## src/rtl/u_seq_tm_pkg.sv

```systemverilog
// ============================================================================
// Module      : u_seq_tm_pkg
// Description : Shared types and helpers for the sequential truncated multiplier
// Revision    : 1.0 - initial release
// ============================================================================
`default_nettype none

package u_seq_tm_pkg;

    typedef enum logic [1:0] {
        IDLE = 2'd0,
        CALC = 2'd1,
        DONE = 2'd2
    } state_t;

    // Number of shift-add steps for one transaction.
    function automatic int tm_steps(input int n, input int k, input logic trunc_en);
        return trunc_en ? (n - k) : n;
    endfunction

    function automatic logic [63:0] tm_ref(input logic [31:0] a, input logic [31:0] b,
                                           input logic trunc_en, input int k);
        logic [63:0] ah;
        logic [63:0] bh;
        ah = 64'(a >> k);
        bh = 64'(b >> k);
        return trunc_en ? ((ah * bh) << (2 * k)) : (64'(a) * 64'(b));
    endfunction

endpackage

`default_nettype wire

```

## src/rtl/u_seq_tm.sv

```systemverilog
// ============================================================================
// Module      : u_seq_tm
// Description : Sequential unsigned truncated/exact multiplier, one shift-add
//               step per clock, valid/ready on both sides
// Revision    : 1.0 - initial release
// ============================================================================
`default_nettype none

module u_seq_tm
    import u_seq_tm_pkg::*;
#(
    parameter int N = 8,
    parameter int K = 7
) (
    input  logic             clk,
    input  logic             rst_n,
    input  logic             in_valid,
    output logic             in_ready,
    input  logic [N-1:0]     a,
    input  logic [N-1:0]     b,
    input  logic             trunc_en,
    output logic             out_valid,
    input  logic             out_ready,
    output logic [2*N-1:0]   prod,
    output logic             busy
);

    localparam int              CW         = $clog2(N + 1);
    localparam logic [CW-1:0]   c_one      = CW'(1);
    localparam logic [N-1:0]    c_low_mask = N'((64'd1 << K) - 64'd1);

    state_t             r_state;
    state_t             w_state_next;
    logic [2*N-1:0]     r_acc;
    logic [2*N-1:0]     r_a_sh;
    logic [N-1:0]       r_b;
    logic [CW-1:0]      r_cnt;

    logic [N-1:0]       w_a_mask;
    logic [2*N-1:0]     w_a_ext;
    logic [2*N-1:0]     w_a_init;
    logic [N-1:0]       w_b_init;
    logic               w_accept;

    // Truncated mode drops a[K-1:0] and starts the walk at b[K], so the
    // multiplicand is pre-shifted to bit K to line up with the first kept b bit.
    assign w_a_mask = trunc_en ? (a & ~c_low_mask) : a;
    assign w_a_ext  = {{N{1'b0}}, w_a_mask};
    assign w_a_init = trunc_en ? (w_a_ext << K) : w_a_ext;
    assign w_b_init = trunc_en ? (b >> K) : b;
    assign w_accept = in_valid && (r_state == IDLE);

    always_ff @(posedge clk or negedge rst_n) begin
        if (!rst_n) begin
            r_state <= IDLE;
        end else begin
            r_state <= w_state_next;
        end
    end

    always_comb begin
        w_state_next = r_state;
        case (r_state)
            IDLE:    if (in_valid)        w_state_next = CALC;
            CALC:    if (r_cnt == c_one)  w_state_next = DONE;
            DONE:    if (out_ready)       w_state_next = IDLE;
            default:                      w_state_next = IDLE;
        endcase
    end

    always_comb begin
        in_ready  = (r_state == IDLE);
        out_valid = (r_state == DONE);
        busy      = (r_state != IDLE);
    end

    always_ff @(posedge clk or negedge rst_n) begin
        if (!rst_n) begin
            r_acc  <= '0;
            r_a_sh <= '0;
            r_b    <= '0;
            r_cnt  <= '0;
        end else if (w_accept) begin
            r_acc  <= '0;
            r_a_sh <= w_a_init;
            r_b    <= w_b_init;
            r_cnt  <= CW'(tm_steps(N, K, trunc_en));
        end else if (r_state == CALC) begin
            if (r_b[0]) begin
                r_acc <= r_acc + r_a_sh;
            end
            r_a_sh <= r_a_sh << 1;
            r_b    <= r_b >> 1;
            r_cnt  <= r_cnt - c_one;
        end
    end

    assign prod = r_acc;

endmodule

`default_nettype wire

```

## config.mk

```make
export PLATFORM = sky130hd
export DESIGN_NAME = u_seq_tm
export DESIGN_NICKNAME = d
export VERILOG_FILES = /design/src/rtl/u_seq_tm_pkg.sv /design/src/rtl/u_seq_tm.sv
export SDC_FILE = /design/constraint.sdc
export NUM_CORES = 1
export LEC_CHECK = 0
export BUFFER_PORTS_ARGS = -buffer_cell sky130_fd_sc_hd__buf_2
export CAP_MARGIN = 10
export CORE_ASPECT_RATIO = 0.9
export CORE_MARGIN = 4
export CORE_UTILIZATION = 51
export DETAILED_ROUTE_END_ITERATION = 6
export PLACE_DENSITY_LB_ADDON = 0.15
export SKIP_LAST_GASP = 1
export SLEW_MARGIN = 0
export SYNTH_ARGS = -nofsm -noshare
export SYNTH_HDL_FRONTEND = slang
export SYNTH_SLANG_ARGS = --single-unit
```

## constraint.sdc

```tcl
create_clock -name clk -period 2.05 [get_ports clk]
set_clock_uncertainty 0.15 [all_clocks]
set_input_delay 0.205 -clock clk [delete_from_list [all_inputs] [get_ports clk]]
set_output_delay 0.205 -clock clk [all_outputs]
set_load 0.02 [all_outputs]
```

**Yosys cells after proc, flatten, opt, wreduce, memory -nomap -nowiden**

Cells that the tools add are included.

- Bits in registers: 46
- Bits of input ports: 21
- Output and inout bits: 19
- Logic and storage cells: 37

- Add/sub/neg operators: 2
- Equal/unequal tests: 6
- Mux-type cells: 17
- Reduce and logical (&&, ||, !) cells: 7

Operator list:

| cell | count |
|---|---|
| $mux 16 | 5 |
| $mux 8 | 3 |
| $add 16x16->16 | 1 |
| $mux 15 | 1 |
| $mux 4 | 3 |
| $mux 7 | 1 |
| $mux 2 | 3 |
| $pmux 2 s3 | 1 |
| $reduce_bool 2->1 | 3 |
| $eq 4x1->1 const B | 1 |
| $ne 2x2->1 const B | 2 |
| $sub 4x1->4 const B | 1 |
| $reduce_and 3->1 | 1 |
| $eq 2x1->1 const B | 1 |
| $eq 2x2->1 const B | 1 |
| $logic_not 2->1 | 1 |
| $ne 2x1->1 const B | 1 |
| $reduce_and 2->1 | 1 |
| $logic_and 1x1->1 | 1 |

**Logic depth before layout (Yosys ltp)**

Gate-level depths: netlist of the first run.

- Depth after elaboration: 4
- Mapped depth: 8
- Mapped depth without buffers: 8

**Least setup slack after synthesis of the first run**

Ideal clock, no wire load.

- Kind: register -> register
- From: reg r_acc[0] (netlist: prod[0])
- To: reg r_acc[14] (netlist: prod[14])
- Library setup time: 0.131 ns
- Arrival: 2.107 ns
- Required time: 1.769 ns
- Path slack: -0.338 ns
- Cell stages (with the launch flop): 9
- Buffers on the path: 0
- Period minus slack after synthesis: 2.388 ns
- Path through: dfrtp_1 > ha_1 > fa_1 > a21o_2 > a31oi_2 > nor2_1 > a221oi_2 > xor2_1 > o21ai_1

- Longest elaborated chain between the ends: 4

RTL lines:

| item | RTL line | RTL |
|---|---|---|
| from (decl) | u_seq_tm.sv:34 | `logic [2*N-1:0] r_acc;` |
| from (signal assigned) | u_seq_tm.sv:90 | `r_acc <= r_acc + r_a_sh;` |
| $add 16x16->16 | u_seq_tm.sv:90 |  |
| $mux 16 | u_seq_tm.sv:89 | `if (r_b[0]) begin` |
| $mux 16 | u_seq_tm.sv:88 | `end else if (r_state == CALC) begin` |
| $mux 16 | u_seq_tm.sv:83 | `end else if (w_accept) begin` |

No other way between the ends. The select of a mux whose other input is x is not followed.
A chain may end at the register's enable or synchronous reset.

**Worst setup path in the final report of the first run**

- From: reg r_a_sh[0]
- To: reg r_acc[14] (netlist: prod[14])

- Longest elaborated chain between the ends: 4

RTL lines:

| item | RTL line | RTL |
|---|---|---|
| from (decl) | u_seq_tm.sv:35 | `logic [2*N-1:0] r_a_sh;` |
| from (signal assigned) | u_seq_tm.sv:85 | `r_a_sh <= w_a_init;` |
| from (signal assigned) | u_seq_tm.sv:92 | `r_a_sh <= r_a_sh << 1;` |
| $add 16x16->16 | u_seq_tm.sv:90 |  |
| $mux 16 | u_seq_tm.sv:89 |  |
| $mux 16 | u_seq_tm.sv:88 |  |
| $mux 16 | u_seq_tm.sv:83 |  |

No other way between the ends. The select of a mux whose other input is x is not followed.

==> impl_metrics.yaml, run 1 <==
final_layout:
  nets: 399
  n_antenna_cell: 0
  final_core_utilization: 0.685
  layout-drive-gt1-share: 0.307
  fin_cells: 426
  layout_commonest_cell: "nand2_1"
  areaGrowthSynthToFinish_pct: 28.3
  final_cell_mix: "nand2_1 (63), dfrtp_1 (44), buf_2 (39)"
cts:
  path_clk_slew_ns: 0.09
  cts_tree: "yes"
  worstSkewPairLatency_ns: 0.30
  cts_sinks: 46
  htreeDepth: 2
  cts_buffers: 5
  cts-root-buf: "clkbuf_8"
  cts.path.max_buffers: 2
place:
  hpwl_um: 4570
  io_buffers: 39
  gp_congestion: 0.879
  dp_slack_ns: -0.175
  post-place-cells: 410
drt:
  drc: 0
  first_iter_violations: 120
  drtAntennaViolNets: 0
  route.vias.total: 2343
  wl_per_cell_um: 15.1
  dr.pass1.iters: 6
  viasPerCell: 5.50
  wirelength_um: 6430
critical_path:
  critical_path_class: "reg2reg"
  cp.required_ns: 2.07
  endpoint_kind: "register"
  critical_path_arrival_ns: 2.22
  critPathMaxFanout: 4
  critical_path.startpoint_type: "register"
floorplan:
  fp.dieH_um: 76.1
  initial_core_util: 0.534
  placementRows: 24
  die_area_um2: 6370
  die_w_um: 83.7
  ios: 40
  coreArea_um2: 4920
logic_synthesis:
  syn_area_per_cell_um2: 9.12
  async_reset_ff_frac: 1.00
  yosysWarnings: 0
  yosysTopAreaCell: "dfrtp_1"
  ys_ff_latch: 46
  syn-instance-count: 288
  synth_edf_count: 0
  synth.yosys.seq_area_share: 0.438
  synthTopCellsByArea: "dfrtp_1 (44%), nand2_1 (9.0%), ha_1 (8.1%)"
  ys.flop_type: "dfrtp_1"
  synth_top_area_frac: 0.438
  syn_area_um2: 2630
  synth.distinct_cells: 47
  synthesis.nets: 327
global_routing:
  grt-ovfl-total: 0
  grt_pass1_vias: 2342
  grt_pass1_wl_um: 11100
  grtUsageTotal: 0.214
  grt_max_degree: 26
  antenna_found_initial: 0
timing:
  max_freq_mhz: 454
  fin_crit_sh: 1.07
  setup_viol: 11
  final_max_slew_viol_count: 0
  maxSlewHeadroom: 0.624
  rsz0062_at_grt: "yes"
  period_needed_ns: 2.20
  hold_viol: 0
  layout_setup_ws_ns: -0.152
  worstMarginPinSlew_ns: 0.565
run_status:
  outcome: "finished, violations left"
  violations: "negative setup slack"
power_and_ir_drop:
  powerDensity_nw_per_um2: 1680
  leakage_nw: 1.64
  peakVddDrop_mv: 1.03
job:
  maxCapViolations: 0
hold_path:
  holdCritPathClass: "in2reg"
[cells in the mapped netlist (2+ instances only)]
cell type  instances
dfrtp_1           46
nand3_1            5
o21bai_1           3
o21ai_0           17
nor2_1             5
o211ai_1           2
xnor2_1            7
clkbuf_1           8
and3_1             2
a21o_1             4
nor2b_1            3
and2_1             5
nand2_1           63
mux2i_1            2
inv_1              7
a211o_1            2
xor2_1             8
a31oi_1           17
a21oi_1           25
o21ai_1            9
a22o_1             3
ha_1              17
a31o_2             2
buf_1              3
[logic make-up after synthesis]
| logic type | after synthesis | share of synthesized area |
|---|---|---|
| xor+xnor | 15 | 0.0500 |
| mux | 2 | 0.00762 |
| simple gates | 90 | 0.149 |
| fa+ha+maj | 18 | 0.0886 |
| flops | 46 | 0.438 |
| buf+inv | 20 | 0.0319 |
| compound gates | 97 | 0.235 |
[path summary, 6_finish.rpt]
check | startpoint | endpoint | slack [ns] | cells after the start
worst max-delay path | r_a_sh[0] | prod[14] | -0.15 | 8
worst min-delay path | a[0] | r_a_sh[0] | 0.01 | 2
worst max register to register | r_a_sh[0] | prod[14] | -0.15 | 8
worst min register to register | r_a_sh[9] | r_a_sh[10] | 0.37 | 2
max in group asynchronous | rst_n | r_a_sh[4] | 0.88 | 3
min in group asynchronous | rst_n | r_a_sh[13] | 0.27 | 2
[what timing repair did]
action                                 CTS  global route
hold buffers                             1             0
endpoints found under the hold margin   23             0
gates resized for setup                  6             5
setup buffers                            4             3
pin swaps                               10            10
setup endpoints to repair               11            12
[area by class of cell]
class / count / area [um^2]
repair buffers: 78 / 490
clock buffers: 7 / 86.3
well taps: 65 / 81.3
fillers: 417 / 1550
clock inverters: 1 / 30.0
flip-flops and latches: 46 / 1150
multi-input cells: 222 / 1500
inverters: 7 / 26.3
[per-stage QoR]
stage / area [um^2] / hold WS (ns) / setup TNS (ns) / power [W]
floorplan: 2680 / -0.241 / -0.430 / 0.00374
global placement: 3130 / 0.0851 / -0.445 / 0.00469
detailed placement: 3130 / 0.0810 / -0.769 / 0.00476
CTS: 3320 / 0.00396 / -0.860 / 0.00561
global route: 3370 / 0.00732 / -1.75 / 0.00618
finish: 3370 / 0.00990 / -1.01 / 0.00568
[worst max-delay path, stage by stage (launching register included)]
cell and delay [ns]:
dfrtp_1 0.42, ha_4 0.18, fa_2 0.36, a21o_4 0.22, a31oi_4 0.16, nor2_4 0.07
a221oi_2 0.26, xor2_1 0.18, o21ai_1 0.07
[power breakdown]
part / internal (W) / switching, W / total, W
Sequential: 0.00129 / 0.000317 / 0.00161
Clock: 0.000398 / 0.000313 / 0.000711
Combinational: 0.00148 / 0.00188 / 0.00336
Total: 0.00317 / 0.00251 / 0.00568
[layer usage]
metal | share of wire | global-route usage
met1 | 0.47 | 0.300
met2 | 0.47 | 0.331
met3 | 0.038 | 0.0389
met4 | 0.020 | 0.0756
met5 | 0 | 0
[registers in the layout, summed over array words and instances (netlist names)]
signal and cells:
prod 16, r_b 8, r_cnt 4, r_state 2
r_a_sh 16
Note: power is estimated with default switching activity, not from simulation.
==> inputs of run 2 (changes only) <==
- REMOVE_ABC_BUFFERS: not set -> 1
==> run 2 against run 1 <==
Effect of this change:
- clock-buffer cell count decreased by 2
- sequential power about the same
- power increased by 0.34%
- setup slack got worse by 0.042 ns
- first-iteration DRC count increased by 11%
- worst hold slack improved by 0.0067 ns
- critical endpoint is now prod[10]
- die area unchanged
- flip-flop and latch count unchanged
- clock power increased by 15%
- the run still ends with negative setup slack left
==> impl_metrics.yaml, run 2 (synthesized netlist as in run 1, its figures left out) <==
final_layout:
  final_cell_mix: "nand2_1 (63), dfrtp_1 (45), buf_2 (39)"
  nets: 399
  final_core_utilization: 0.678
  multi_input_area_um2: 1450
  fillers: 421
  regArea_um2: 1150
  n_antenna_cell: 0
  layout_commonest_cell: "nand2_1"
  areaGrowthSynthToFinish_pct: 27.1
  layout-drive-gt1-share: 0.288
timing:
  final_max_slew_viol_count: 0
  fin_crit_sh: 1.09
  maxSlewHeadroom: 0.601
  max_freq_mhz: 446
  whs_ns: 0.0166
  period_needed_ns: 2.24
  setup_viol: 9
  rsz0062_at_grt: "yes"
  hold_viol: 0
  layout_setup_ws_ns: -0.194
  worstMarginPinSlew_ns: 0.599
critical_path:
  critical_path_arrival_ns: 2.26
  endpoint_kind: "register"
  r2r_slack_ns: -0.19
  cp.required_ns: 2.07
  critPathMaxFanout: 4
  critical_path_class: "reg2reg"
  cp_slowest_cell: "dfrtp_1"
  critical_path.startpoint_type: "register"
  worstPathCellList: "ha_2 > fa_2 > a21o_4 > a31oi_4 > nor2_4 > buf_4 > a41oi_2 > xor2_1 > o21ai_1"
  critical-path-max-stage-delay_ns: 0.39
power_and_ir_drop:
  powerDensity_nw_per_um2: 1710
  power.switching_w: 0.00248
  finalPower_w: 0.00570
  internal_power_w: 0.00322
  clkPwrFrac: 0.143
  combPwrFrac: 0.578
  netSwitchingFraction: 0.435
  peakVddDrop_mv: 0.897
  leakage_nw: 1.65
  seq_power_share: 0.279
cts:
  cts_buffers: 5
  cts_tree: "yes"
  worstSkewPairLatency_ns: 0.30
  path_clk_slew_ns: 0.09
  cts_sinks: 46
  cts.path.max_buffers: 2
  htreeDepth: 2
  cts-root-buf: "clkbuf_8"
drt:
  viasPerCell: 5.56
  wirelength_um: 6450
  first_iter_violations: 133
  route.vias.total: 2368
  drtAntennaViolNets: 0
  dr.pass1.iters: 4
  drc: 0
  wl_per_cell_um: 15.1
run_status:
  violations: "negative setup slack"
  outcome: "finished, violations left"
global_routing:
  grt-ovfl-total: 0
  grt_pass1_vias: 2317
  grtUsageTotal: 0.206
  antenna_found_initial: 0
  grt_max_degree: 47
  grt_pass1_wl_um: 10800
place:
  io_buffers: 39
  gp_congestion: 0.809
  dp_slack_ns: -0.352
  hpwl_um: 4420
hold_path:
  holdCritPathClass: "in2reg"
job:
  maxCapViolations: 0
floorplan:
  placementRows: 24
  fp.dieH_um: 76.1
  die_area_um2: 6370
  ios: 40
  die_w_um: 83.7
  coreArea_um2: 4920
  initial_core_util: 0.534
[run 2: through the flow]
step / setup TNS, ns / instance area [um^2] / instances
finish: -1.15 / 3340 / 426
global route: -2.10 / 3340 / 426
CTS: -1.12 / 3330 / 425
detailed placement: -1.73 / 3100 / 412
global placement: -1.32 / 3100 / 412
floorplan: -3.27 / 2570 / 275
[run 2: routing by layer]
layer / vias to the layer above / routed length [um] / GRT usage
met3: 7 / 291 / 0.0346
met2: 57 / 3220 / 0.356
met1: 1136 / 2880 / 0.269
met5: - / 0 / 0
met4: 0 / 58 / 0.0466
li1: 1168 / - / -
[run 2: area by class of cell]
class / instances / share of cell area
Clock buffer: 5 / 0.0206
Clock inverter: 3 / 0.0206
Inverter: 7 / 0.00787
Multi-Input combinational cell: 222 / 0.434
Sequential cell: 46 / 0.345
Tap cell: 65 / 0.0243
Timing Repair Buffer: 78 / 0.148
[run 2: what timing repair did]
action,4_1_cts,5_1_grt
endpoints found under the setup margin,12,12
cloned,0,0
gates resized for setup,10,2
pin swaps,23,8
setup buffers,3,1
endpoints found under the hold margin,47,0
hold buffers,2,0
[run 2: power by group through the flow]
stage          Combinational [W]  Sequential (W)  Clock [W]
4_1_cts                  0.00325         0.00158   0.000831
6_report                 0.00329         0.00159   0.000817
5_1_grt                  0.00365         0.00163   0.000874
2_1_floorplan            0.00189         0.00167          0
3_3_place_gp             0.00304         0.00158          0
3_5_place_dp             0.00308         0.00159          0
[run 2: path summary, 6_finish.rpt]
| path | from | endpoint | cells past startpoint |
|---|---|---|---|
| max in group asynchronous | rst_n | r_a_sh[1] | 3 |
| worst max-delay path | r_a_sh[0] | prod[10] | 9 |
| worst max register to register | r_a_sh[0] | prod[10] | 9 |
| min in group asynchronous | rst_n | prod[13] | 3 |
| worst min register to register | r_b[1] | r_b[0] | 2 |
| worst min-delay path | b[7] | r_b[7] | 2 |
[run 2: critical path, delay by kind of cell, from the launching register on]
| family | cells | cell delay [ns] |
|---|---|---|
| AOI/OAI and AO/OA | 4 | 0.64 |
| xor gates and xnor gates | 1 | 0.16 |
| adders and majority gates | 2 | 0.55 |
| buffers and inverters | 1 | 0.15 |
| DFF | 1 | 0.39 |
| and+or+nand+nor | 1 | 0.07 |
==> inputs of run 3 (changes only) <==
- MAX_ROUTING_LAYER: not set -> met4
- clock period: 2.05 -> 2 ns (I/O delays scaled with it)
==> run 3 against run 2 <==
Effect of this change:
- the flow still finishes with violations (negative setup slack)
- critical path depth fell by 1
- first-iteration DRC count shrank 30%
- clock-buffer cell count up 1
- design area up 2.0%
- sequential share of layout area fell by 0.71 points
- setup slack got worse by 0.086 ns
- global-route usage increased by 0.97 points
- via count up 2.6%
- critical endpoint is now prod[14]
- largest power group unchanged
==> impl_metrics.yaml, run 3 (synthesized netlist as in run 1, its figures left out) <==
run_status:
  outcome: "finished, violations left"
  violations: "negative setup slack"
power_and_ir_drop:
  powerDensity_nw_per_um2: 1740
  power.switching_w: 0.00259
  clkPwrFrac: 0.118
  seq_power_share: 0.272
  internal_power_w: 0.00334
  peakVddDrop_mv: 0.901
  netSwitchingFraction: 0.436
  leakage_nw: 1.70
  combPwrFrac: 0.610
critical_path:
  cp_slowest_cell: "dfrtp_1"
  critical-path-top-delay-family: "compound AO/OA/AOI/OAI gates"
  critPathMaxFanout: 4
  critical-path-max-stage-delay_ns: 0.40
  startpoint: "prod[0]"
  cp.required_ns: 2.01
  endpoint_kind: "register"
  critical_path_arrival_ns: 2.29
  worstPathCellList: "ha_2 > fa_2 > a21o_4 > a31oi_4 > nor2_4 > a221oi_2 > xor2_1 > o21ai_1"
  critical_path_class: "reg2reg"
  critical_path.startpoint_type: "register"
  r2r_start: "prod[0]"
  worst-path-buf-inv: 0
final_layout:
  nets: 410
  layout_commonest_cell: "nand2_1"
  final_core_utilization: 0.692
  layout-drive-gt1-share: 0.312
  stdcell_area_um2: 3410
  final_cell_mix: "nand2_1 (63), buf_4 (48), dfrtp_1 (46)"
  fin_cells: 437
  n_antenna_cell: 0
  areaGrowthSynthToFinish_pct: 29.7
global_routing:
  grt_pass1_vias: 2438
  grt_max_degree: 47
  grtUsageTotal: 0.215
  antenna_found_initial: 0
  grt-ovfl-total: 0
  grt_util_met1: 0.267
  use_met2: 0.376
  grt_pass1_wl_um: 11100
  busiest_layer: "met2"
  grt_use_met3: 0.0324
place:
  dpl_cell_area_um2: 3180
  post-place-cells: 421
  io_buffers: 39
  gp_congestion: 0.834
  dp_slack_ns: -0.478
  hpwl_um: 4680
cts:
  htreeDepth: 2
  path_clk_slew_ns: 0.09
  cts.path.max_buffers: 2
  cts_tree: "yes"
  worstSkewPairLatency_ns: 0.29
  cts_sinks: 46
  cts_buffers: 5
  cts-root-buf: "clkbuf_8"
drt:
  wirelength_um: 6580
  dr.pass1.iters: 5
  viasPerCell: 5.56
  wl_per_cell_um: 15.1
  route.vias.total: 2430
  drtAntennaViolNets: 0
  first_iter_violations: 93
  drc: 0
timing:
  worstMarginPinSlew_ns: 0.601
  maxSlewHeadroom: 0.599
  hold_viol: 0
  setup_viol: 10
  fin_tns_setup_ns: -1.82
  max_freq_mhz: 439
  final_max_slew_viol_count: 0
  layout_setup_ws_ns: -0.280
  rsz0062_at_grt: "yes"
  period_needed_ns: 2.28
  fin_crit_sh: 1.14
floorplan:
  fp.dieH_um: 76.1
  die_w_um: 83.7
  die_area_um2: 6370
  placementRows: 24
  ios: 40
  initial_core_util: 0.534
  coreArea_um2: 4920
hold_path:
  hp-start: "b[7]"
  holdCritPathClass: "in2reg"
job:
  maxCapViolations: 0
==> run 3: changes by cell type in the layout (fill, tap and decap cells not counted), sizes merged <==
| cell | before | now |
|---|---|---|
| dlygate4sd3 | 2 | 1 |
| buf | 76 | 88 |
| bufinv | 2 | 1 |
| clkinv | 1 | 0 |
| clkbuf | 5 | 6 |
| clkinvlp | 0 | 1 |
==> run 3: path summary, 6_finish.rpt <==
| check | cells past startpoint | slack [ns] | end |
|---|---|---|---|
| max | 8 | -0.28 | prod[14] |
| min | 2 | 0.01 | r_b[7] |
| max reg2reg | 8 | -0.28 | prod[14] |
| min reg2reg | 2 | 0.36 | r_b[0] |
| max in group asynchronous | 3 | 0.92 | r_state[1] |
| min in group asynchronous | 3 | 0.36 | prod[9] |
==> run 3: layer usage <==
layer / wire length [um] / vias to the layer above
li1: - / 1186
met1: 2890 / 1185
met2: 3340 / 57
met3: 320 / 2
met4: 27 / 0
met5: 0 / -
==> run 3: final cells by class <==
class	instances	area [um^2]
flip-flops and latches	46	1150
well taps	65	81.3
multi-input cells	222	1450
clock inverters	2	37.5
repair buffers	89	586
clock buffers	6	72.6
fillers	404	1520
inverters	7	26.3
==> run 3: power groups by stage <==
stage / clock network (W) / logic, W / registers, W
after floorplan: 0 / 0.00194 / 0.00171
after global placement: 0 / 0.00328 / 0.00161
after detailed placement: 0 / 0.00338 / 0.00162
after CTS: 0.000708 / 0.00352 / 0.00161
after global routing: 0.000760 / 0.00401 / 0.00165
final: 0.000700 / 0.00362 / 0.00161
==> run 3: timing repair <==
action / CTS / global route
endpoints found under the hold margin: 46 / 0
setup buffers: 3 / 4
pin swaps: 16 / 5
hold buffers: 1 / 0
gates resized for setup: 7 / 6
setup endpoints to repair: 11 / 12
==> run 3: worst register-to-register path: cells and delay by family, from the launching register on <==
family	cells	cell delay [ns]
simple gates	1	0.08
fa+ha+maj	2	0.55
flops	1	0.40
xor+xnor	1	0.18
compound gates	4	0.78
==> run 3: per-stage QoR <==
step                      hold WS [ns]  total power (W)
after floorplan                 -0.246          0.00364
after global placement           0.183          0.00489
after detailed placement         0.182          0.00500
after CTS                     0.000988          0.00584
after global routing           0.00683          0.00643
final                           0.0133          0.00593
